**config.mk**
```make
export PLATFORM = sky130hd
export DESIGN_NAME = piece_drop_ctrl
export DESIGN_NICKNAME = d
export VERILOG_FILES = /design/src/rtl/connect4_pkg.sv /design/src/rtl/column_scanner.sv /design/src/rtl/piece_drop_ctrl.sv
export SDC_FILE = /design/constraint.sdc
export NUM_CORES = 1
export LEC_CHECK = 0
export BUFFER_PORTS_ARGS = -buffer_cell sky130_fd_sc_hd__buf_2
export CAP_MARGIN = 20
export CORE_AREA = 2 2 112 114
export DETAILED_ROUTE_END_ITERATION = 8
export DIE_AREA = 0 0 114 116
export GPL_TIMING_DRIVEN = 0
export PLACE_DENSITY = 0.81
export SYNTH_ARGS = -nofsm -noshare
export SYNTH_HDL_FRONTEND = slang
export SYNTH_HIERARCHICAL = 1
export SYNTH_SLANG_ARGS = --single-unit
```
**constraint.sdc**
```tcl
create_clock -name clk -period 4.45 [get_ports clk]
set_clock_uncertainty 0.1 [all_clocks]
set_input_delay 0.445 -clock clk [delete_from_list [all_inputs] [get_ports clk]]
set_output_delay 0.445 -clock clk [all_outputs]
set_load 0.02 [all_outputs]
```
**src/rtl/connect4_pkg.sv**
```systemverilog
// Shared Connect-4 definitions: board geometry, cell codes, move FSM
// states and the flat board cell index helper used by the win checkers.
package connect4_pkg;

  localparam int ROWS  = 6;
  localparam int COLS  = 7;
  localparam int ROW_W = 3;
  localparam int COL_W = 3;
  localparam int CNT_W = 6;

  localparam logic [1:0] CELL_EMPTY = 2'b00;
  localparam logic [1:0] CELL_P1    = 2'b01;
  localparam logic [1:0] CELL_P2    = 2'b10;

  typedef enum logic [1:0] {
    ST_IDLE  = 2'd0,
    ST_SCAN  = 2'd1,
    ST_PLACE = 2'd2,
    ST_ERR   = 2'd3
  } state_t;

  // Cell index of (r,c) in board_flat; the cell occupies bits [2*idx +: 2].
  function automatic int idx(input int r, input int c);
    return r * COLS + c;
  endfunction

endpackage

```
**src/rtl/column_scanner.sv**
```systemverilog
// Looks up one cell of the board for the SCAN state: reports whether
// cell(row,col) holds a piece and whether the column is off the board.
module column_scanner
  import connect4_pkg::*;
#(
  parameter int ROWS  = connect4_pkg::ROWS,
  parameter int COLS  = connect4_pkg::COLS,
  parameter int ROW_W = connect4_pkg::ROW_W,
  parameter int COL_W = connect4_pkg::COL_W
) (
  input  logic [2*ROWS*COLS-1:0] board_flat,
  input  logic [COL_W-1:0]       col,
  input  logic [ROW_W-1:0]       row,
  output logic                   occupied,
  output logic                   col_invalid
);

  // Cell lookup; an off-board column or row never reads the board.
  always_comb begin
    col_invalid = (int'(col) >= COLS);
    occupied    = 1'b0;
    if (!col_invalid && (int'(row) < ROWS)) begin
      occupied = (board_flat[2*(int'(row)*COLS + int'(col)) +: 2] != CELL_EMPTY);
    end
  end

endmodule

```
**src/rtl/piece_drop_ctrl.sv**
```systemverilog
// Move execution stage: accepts a column, scans upward one row per cycle
// for the lowest empty cell, writes the current player's piece there and
// presents the placement to the win checkers. Owns the board register.
//
// Handshake: a move is taken on a rising edge where move_valid && move_ready
// are both high; move_col is sampled only on that edge. Every accepted move
// ends in exactly one one-cycle pulse: place_valid (piece written, board_flat
// already shows it) or move_err (column full or off the board).
module piece_drop_ctrl
  import connect4_pkg::*;
#(
  parameter int ROWS  = connect4_pkg::ROWS,
  parameter int COLS  = connect4_pkg::COLS,
  parameter int ROW_W = connect4_pkg::ROW_W,
  parameter int COL_W = connect4_pkg::COL_W
) (
  input  logic                   clk,
  input  logic                   rst,
  input  logic                   new_game,
  input  logic                   game_over,
  input  logic                   move_valid,
  input  logic [COL_W-1:0]       move_col,
  output logic                   move_ready,
  output logic                   place_valid,
  output logic [ROW_W-1:0]       place_row,
  output logic [COL_W-1:0]       place_col,
  output logic [1:0]             place_player,
  output logic                   move_err,
  output logic [1:0]             cur_player,
  output logic                   board_full,
  output logic [2*ROWS*COLS-1:0] board_flat,
  output state_t                 dbg_state
);

  localparam logic [CNT_W-1:0] FULL_CNT = CNT_W'(ROWS * COLS);
  localparam logic [ROW_W-1:0] TOP_ROW  = ROW_W'(ROWS - 1);

  state_t                 state_q, state_d;
  logic [COL_W-1:0]       col_q;
  logic [ROW_W-1:0]       scan_row;
  logic [2*ROWS*COLS-1:0] board_q;
  logic [1:0]             player_q;
  logic [CNT_W-1:0]       count_q;
  logic                   full_q;
  logic                   occupied;
  logic                   col_invalid;
  logic                   accept;
  logic                   land;

  column_scanner #(
    .ROWS  (ROWS),
    .COLS  (COLS),
    .ROW_W (ROW_W),
    .COL_W (COL_W)
  ) u_scanner (
    .board_flat  (board_q),
    .col         (col_q),
    .row         (scan_row),
    .occupied    (occupied),
    .col_invalid (col_invalid)
  );

  // Next state and handshake/pulse outputs. Off-board columns are rejected
  // from the first SCAN cycle, so their error pulse lands one cycle after
  // acceptance like a row-0 placement would.
  always_comb begin
    state_d     = state_q;
    move_ready  = (state_q == ST_IDLE) && !game_over && !full_q;
    place_valid = (state_q == ST_PLACE);
    move_err    = (state_q == ST_ERR);
    accept      = move_valid && move_ready;
    land        = (state_q == ST_SCAN) && !col_invalid && !occupied;
    case (state_q)
      ST_IDLE: begin
        if (accept) state_d = ST_SCAN;
      end
      ST_SCAN: begin
        if (col_invalid)              state_d = ST_ERR;
        else if (!occupied)           state_d = ST_PLACE;
        else if (scan_row == TOP_ROW) state_d = ST_ERR;
      end
      ST_PLACE: state_d = ST_IDLE;
      ST_ERR:   state_d = ST_IDLE;
      default:  state_d = ST_IDLE;
    endcase
  end

  // State, board, player, fill count and placement registers; new_game
  // clears everything exactly like reset and aborts any move in flight.
  always_ff @(posedge clk) begin
    if (rst || new_game) begin
      state_q      <= ST_IDLE;
      col_q        <= '0;
      scan_row     <= '0;
      board_q      <= '0;
      player_q     <= CELL_P1;
      count_q      <= '0;
      full_q       <= 1'b0;
      place_row    <= '0;
      place_col    <= '0;
      place_player <= CELL_EMPTY;
    end else begin
      state_q <= state_d;
      if (accept) begin
        col_q    <= move_col;
        scan_row <= '0;
      end
      if (land) begin
        board_q[2*(int'(scan_row)*COLS + int'(col_q)) +: 2] <= player_q;
        place_row    <= scan_row;
        place_col    <= col_q;
        place_player <= player_q;
      end else if ((state_q == ST_SCAN) && !col_invalid && (scan_row != TOP_ROW)) begin
        scan_row <= scan_row + 1'b1;
      end
      if (state_q == ST_PLACE) begin
        player_q <= (player_q == CELL_P1) ? CELL_P2 : CELL_P1;
        if (count_q != FULL_CNT) count_q <= count_q + 1'b1;
        if (count_q + 1'b1 == FULL_CNT) full_q <= 1'b1;
      end
    end
  end

  assign cur_player = player_q;
  assign board_full = full_q;
  assign board_flat = board_q;
  assign dbg_state  = state_q;

endmodule

```
==> reports/qor.txt, run 1 <==
Die Ht - 116 µm
Number of global-route vias before repair - 5,450
Total leakage power - 0.00362 µW
Clk Latency, worst-skew pair - 0.37 ns
Primary FF master, synth - dfxtp_1
Peak VDD IR - 0.143 mV
Drt wl/cell - 18.5 µm
Io pins - 108
Syn avg cell area - 8.81 µm²
Slew Limit Fails - 0
Largest net degree at the start of global routing - 20
Final setup viols - 87
Synth Area in XOR/XNOR - 2.77%
Setup CP Type - reg -> reg
Slew HR - 27.1%
CTS max path bufs - 2
Drt via density - 6.02
Rows - 40
PwrDens - 250 nW/µm²
Most numerous cell in the Yosys netlist - nand2_1
Initial DRC count - 827
Cells after synthesis - 683
Core area - 11,900 µm²
Post-synth EDFFs - 0
Yosys warnings - 6
FMAX - 203 MHz
Worst min path class - in -> reg
Worst-path clk slew - 0.07 ns
Total GRT Usage - 27.4%
Compound-Gate Fraction of Synth Area - 11.7%
Worst setup EP type - flip-flop
TritonCTS clock tree - built
Synth-to-layout area growth - 25.9%
Clock root cell - clkbuf_16
Final WL - 18,100 µm
Simple-gate area share of the yosys netlist - 22.4%
Antenna Cells - 0
Worst Hold Margin - 0.234 ns
Register area share after synthesis - 36.3%
Final HPWL DP - 13,000 µm
Final Hold Vio Count - 0
Unrepaired setup endpoints after global routing - yes
Outcome - finished with violations
# port buffers - 107
Design Area, Final - 7580 µm²
CP arrival - 5.06 ns
Largest family of logic cells by synthesized area - simple AND/OR/NAND/NOR gates
Drt pass-1 iters - 5
Via count - 5,871
Leading area contributor after synthesis - dfxtp_1
Fin crit share - 111%
First-pass GRT wire length - 28,100 µm
Slack of the worst reg-to-reg path - -0.48 ns
Max-cap viol count - 0
Top cell type's share of synthesized area - 36.3%
Total number of H-tree levels - 3
Die area - 13,200 µm²
Initial antenna violation count - 0
Syn nets - 725
Netlist cell types - 69
Post-route ant nets - 0
Ys async rst share - 0%
Layout Nets - 865
Critical path required time - 4.58 ns
Adder-cell area share of the yosys netlist - 8.07%
Post-DP Area - 6770 µm²
Placed Cells - 937
Critical-path maximum fanout - 5
Mapped cell area - 6020 µm²
Startpoint Class - flip-flop
Residual DRC - 0
Starting Density - 50.5%
Area contributors post-synth - dfxtp_1, mux2i_1, nand2_1, ha_1, nor2_1
Die width - 114 µm
GRT overflow - 0
Worst setup margin - -0.478 ns
Mux contribution to synthesized area - 14.8%
Synth cell count leaders - nand2_1, dfxtp_1, mux2i_1
Synth Register Bits - 109
Routability cong. - 0.958
Sinks on Clock Net - 109
Finished Layout Cells - 975
Final min period - 4.93 ns
Failing checks - setup timing
Layout cells sized above 1 - 26.8%
CTS Buf Count - 9
Slew @ Worst Pin - 1.08 ns
==> worst paths after layout <==
check / from / to / depth (start not counted)
worst max-delay path: scan_row[2] / board_flat[10] / 18
worst min-delay path: move_col[1] / col_q[1] / 3
worst max register to register: scan_row[2] / board_flat[10] / 18
worst min register to register: place_col[0] / place_col[0] / 2
==> area by class of cell <==
type | instances | area, µm²
Buffer | 31 | 190
Clock buffer | 10 | 239
Clock inverter | 6 | 56.3
Fill cell | 940 | 4330
Inverter | 23 | 86.3
Multi-Input combinational cell | 520 | 3900
Sequential cell | 109 | 2190
Tap cell | 147 | 184
Timing Repair Buffer | 129 | 732
==> what timing repair did <==
action                     CTS  global route
hold buffers                 0             0
buffers inserted            17             8
setup endpoints to repair   97            97
cloned                       1             0
gates resized for setup     40            32
pin swaps                   18            14
==> critical path: stages, from the launching register on <==
cell      delay (ns)
dfxtp_4         0.35
fa_1            0.49
fa_1            0.52
inv_1           0.06
fa_2            0.62
buf_8           0.14
nor2_4          0.05
o31a_1          0.14
nor4_2          0.30
o311ai_1        0.14
nor4_2          0.28
nor4_4          0.10
nor4b_2         0.22
buf_4           0.16
nand3b_1        0.20
nor2_4          0.21
o211ai_1        0.23
or2b_1          0.36
mux2i_1         0.14
==> cells in the final DEF (no fill, tap or decap), types with 4 or more instances in the layout <==
master     instances
o21ai_1            5
ha_1              26
xor2_1             5
dfxtp_1          106
nor3_1            14
clkbuf_16          9
o21ai_0           16
clkbuf_1          15
nand2b_1           5
nand2_1          120
o31ai_1            4
nor2_4             5
and3_1             5
or3_1              5
fa_1               7
inv_1             23
nand4_1           13
mux2i_1           84
nor2_2             4
nand3_1           17
xnor2_1            6
nor4_4             5
buf_6              7
o211ai_1           6
buf_2            116
a21oi_1           29
buf_4             17
nor2_1            43
==> through the flow <==
step,total power [µW],worst slack (ns),util [%],setup TNS [ns]
2_1_floorplan,1070,-0.0471,-,-0.181
3_3_place_gp,1100,-0.841,56.8,-65.17
3_5_place_dp,1100,-1.02,56.8,-79.25
4_1_cts,1890,-0.341,61.9,-20.38
5_1_grt,1950,-0.650,63.6,-46.05
6_report,1900,-0.478,63.6,-28.90
==> where the power goes <==
part | internal [µW] | switching, µW
logic | 34.8 | 82.9
registers | 974 | 2.51
clock network | 405 | 397
total | 1410 | 482
==> registers in the layout, summed over array words and instances, names as in the netlist <==
register      count
cur_player        2
place_col         3
scan_row          3
place_player      2
col_q             3
place_row         3
dbg_state         2
board_flat       84
count_q           6
board_full        1
==> layer usage <==
| layer | routed length [µm] | share of wire [%] | global-route usage [%] |
|---|---|---|---|
| met5 | 0 | 0 | 0 |
| met4 | 557 | 3.1 | 10.7 |
| met3 | 1700 | 9.4 | 5.75 |
| met2 | 8310 | 46 | 43.8 |
| met1 | 7500 | 41 | 36.5 |
==> logic make-up (layout without fill, tap and decap cells) <==
| group | count (synthesis) | after routing |
|---|---|---|
| flops | 109 | 109 |
| buf+inv | 54 | 199 |
| compound gates | 102 | 102 |
| xor+xnor | 15 | 15 |
| fa+ha+maj | 34 | 34 |
| mux | 87 | 87 |
| simple gates | 282 | 282 |
Power figures use the tool's default switching activity.
==> run 2: changes to the inputs <==
- CORE_AREA: 2 2 112 114 -> 2 2 159 161
- CTS_CLUSTER_DIAMETER: default -> 80
- DIE_AREA: 0 0 114 116 -> 0 0 161 163
- PLACE_DENSITY: 0.81 -> 0.48
- SETUP_SLACK_MARGIN: default -> 0.05
==> run 2 against run 1 <==
  * The run still ends with setup timing left
  * Die area is 98% higher
  * Sequential power hardly changed
  * Clock-buffer cell count stayed put
  * Flip-flop and latch count stayed put
  * Via count is 4.6% lower
  * First-iteration DRC count is 62% lower
  * Critical path depth stayed put
  * Utilization is 31 points lower
  * Final area is 6.2% higher
  * Clock power is 1% higher
  * Maximum frequency is 2.0% lower
==> reports/qor.txt, run 2 (synthesis gave the netlist of run 1 again) <==
Io pins - 108 (unchanged)
Drt via density - 4.81 (-20%)
Total number of H-tree levels - 3 (unchanged)
Worst min path class - in -> reg
Final WL - 20,800 µm (+15%)
Layout cells sized above 1 - 30.4% (+3.6 points)
Total leakage power - 0.00365 µW (+0.89%)
CP arrival - 5.17 ns (+0.11 ns)
Critical-path maximum fanout - 4 (-1)
# port buffers - 107 (unchanged)
Worst-path clk slew - 0.07 ns (about the same)
Max-cap viol count - 0 (unchanged)
Initial antenna violation count - 0 (unchanged)
Via count - 5,599 (-4.6%)
Clock root cell - clkbuf_16
Die width - 161 µm (+41%)
Placed Cells - 1,121 (+20%)
Unrepaired setup endpoints after global routing - yes
Startpoint Class - flip-flop
Rows - 58 (+45%)
Finished Layout Cells - 1,165 (+19%)
CTS max path bufs - 2 (unchanged)
Largest register FFs - 84 (unchanged)
Slew Limit Fails - 0 (unchanged)
Final Hold Vio Count - 0 (unchanged)
Die Ht - 163 µm (+41%)
Multi-input logic area - 4060 µm² (+4.1%)
Slew HR - 23.5% (-3.6 points)
First-pass GRT wire length - 31,900 µm (+13%)
Final setup viols - 97 (+11%)
Routability cong. - 0.903 (-5.7%)
Die area - 26,200 µm² (+98%)
Number of global-route vias before repair - 5,396 (-0.99%)
Most frequent cells in the layout - buf_2, nand2_1, dfxtp_1
Outcome - finished with violations
Fin crit share - 113% (+2.2 points)
Residual DRC - 0 (unchanged)
CTS Buf Count - 9 (unchanged)
FF+latch area - 2190 µm² (unchanged)
Setup CP Type - reg -> reg
PwrDens - 238 nW/µm² (-4.7%)
Post-route ant nets - 0 (unchanged)
Final HPWL DP - 15,600 µm (+20%)
Worst setup EP type - flip-flop
Starting Density - 24.4% (-26 points)
Drt wl/cell - 17.9 µm (-3.5%)
Critical path required time - 4.59 ns (about the same)
Number of fill cells - 2,618 (+180%)
Sinks on Clock Net - 109 (unchanged)
Peak VDD IR - 0.171 mV (+20%)
Core area - 24,700 µm² (+110%)
Power, Total - 1920 µW (+1.1%)
GRT overflow - 0 (unchanged)
Final min period - 5.03 ns (+0.0993 ns)
Antenna Cells - 0 (unchanged)
Initial DRC count - 311 (-62%)
FMAX - 199 MHz (-2.0%)
Clk Latency, worst-skew pair - 0.37 ns (about the same)
Worst setup margin - -0.577 ns (-0.0993 ns)
Worst Hold Margin - 0.226 ns (-0.00752 ns)
Failing checks - setup timing
Commonest non-fill, non-tap cell in the layout - buf_2
Slew @ Worst Pin - 1.14 ns (+0.0555 ns)
Hold buffers post-CTS - 0 (unchanged)
Drt pass-1 iters - 5 (unchanged)
Synth-to-layout area growth - 33.7%
TritonCTS clock tree - built
Total GRT Usage - 16.0% (-11 points)
Largest net degree at the start of global routing - 20 (unchanged)
Layout Nets - 872 (+0.81%)
run 2: final cells by class:
class                           count  area share (%)
Timing Repair Buffer              137            10.3
Clock buffer                       10            2.85
Buffer                             30            2.35
Multi-Input combinational cell    520            50.4
Tap cell                          330            5.13
Clock inverter                      6           0.669
Inverter                           23            1.07
Sequential cell                   109            27.3
run 2: final timing paths:
kind	endpoint	slack, ns	depth (start not counted)	startpoint
setup / recovery	board_flat[14]	-0.58	18	scan_row[0]
setup reg to reg	board_flat[14]	-0.58	18	scan_row[0]
hold reg to reg	place_row[0]	0.36	2	place_row[0]
hold / removal	col_q[2]	0.23	3	move_col[2]
run 2: power by group:
| part | internal [µW] | leakage, µW | total [µW] | switching (µW) |
|---|---|---|---|---|
| sequential | 974 | 0.000880 | 977 | 2.83 |
| combinational | 39.8 | 0.00263 | 130 | 89.9 |
| clock | 393 | 0.000141 | 811 | 418 |
| total | 1410 | 0.00365 | 1920 | 511 |
run 2: timing repair:
| item | in CTS | in global routing |
|---|---|---|
| hold endpoints to repair | 0 | 0 |
| setup endpoints to repair | 97 | 97 |
| cloned | 1 | 1 |
| pin swaps | 35 | 16 |
| gates resized for setup | 74 | 34 |
| setup buffers | 19 | 9 |
run 2: critical path, cell delays in order, from the launching register on:
cell      delay, ns
dfxtp_4        0.35
fa_1           0.50
fa_1           0.56
inv_2          0.05
fa_2           0.64
and2b_2        0.29
o31a_1         0.15
nor4_2         0.31
o311ai_1       0.13
nor4_2         0.27
nor4_4         0.10
nor4b_4        0.28
nand3b_1       0.13
buf_6          0.14
nor2_4         0.11
buf_6          0.12
o211ai_1       0.20
or2b_1         0.34
mux2i_1        0.13
run 2: metal layers:
metal / vias up / share of wire, % / global-route usage, %
met1: 2705 / 47 / 21.4
met5: - / 0 / 0
met4: 0 / 1.7 / 5.52
met2: 154 / 46 / 26.1
met3: 17 / 5.5 / 2.78
li1: 2723 / - / -
run 2: metrics by stage:
step | TNS (ns) | util [%] | area (µm²) | setup WS (ns)
after floorplan | -0.0968 | - | 6090 | -0.0484
after global placement | -88.95 | 28.5 | 7030 | -1.18
after detailed placement | -90.47 | 28.5 | 7040 | -1.17
after CTS | -32.46 | 31.7 | 7830 | -0.538
after global routing | -49.76 | 32.6 | 8040 | -0.714
final | -35.99 | 32.6 | 8040 | -0.577
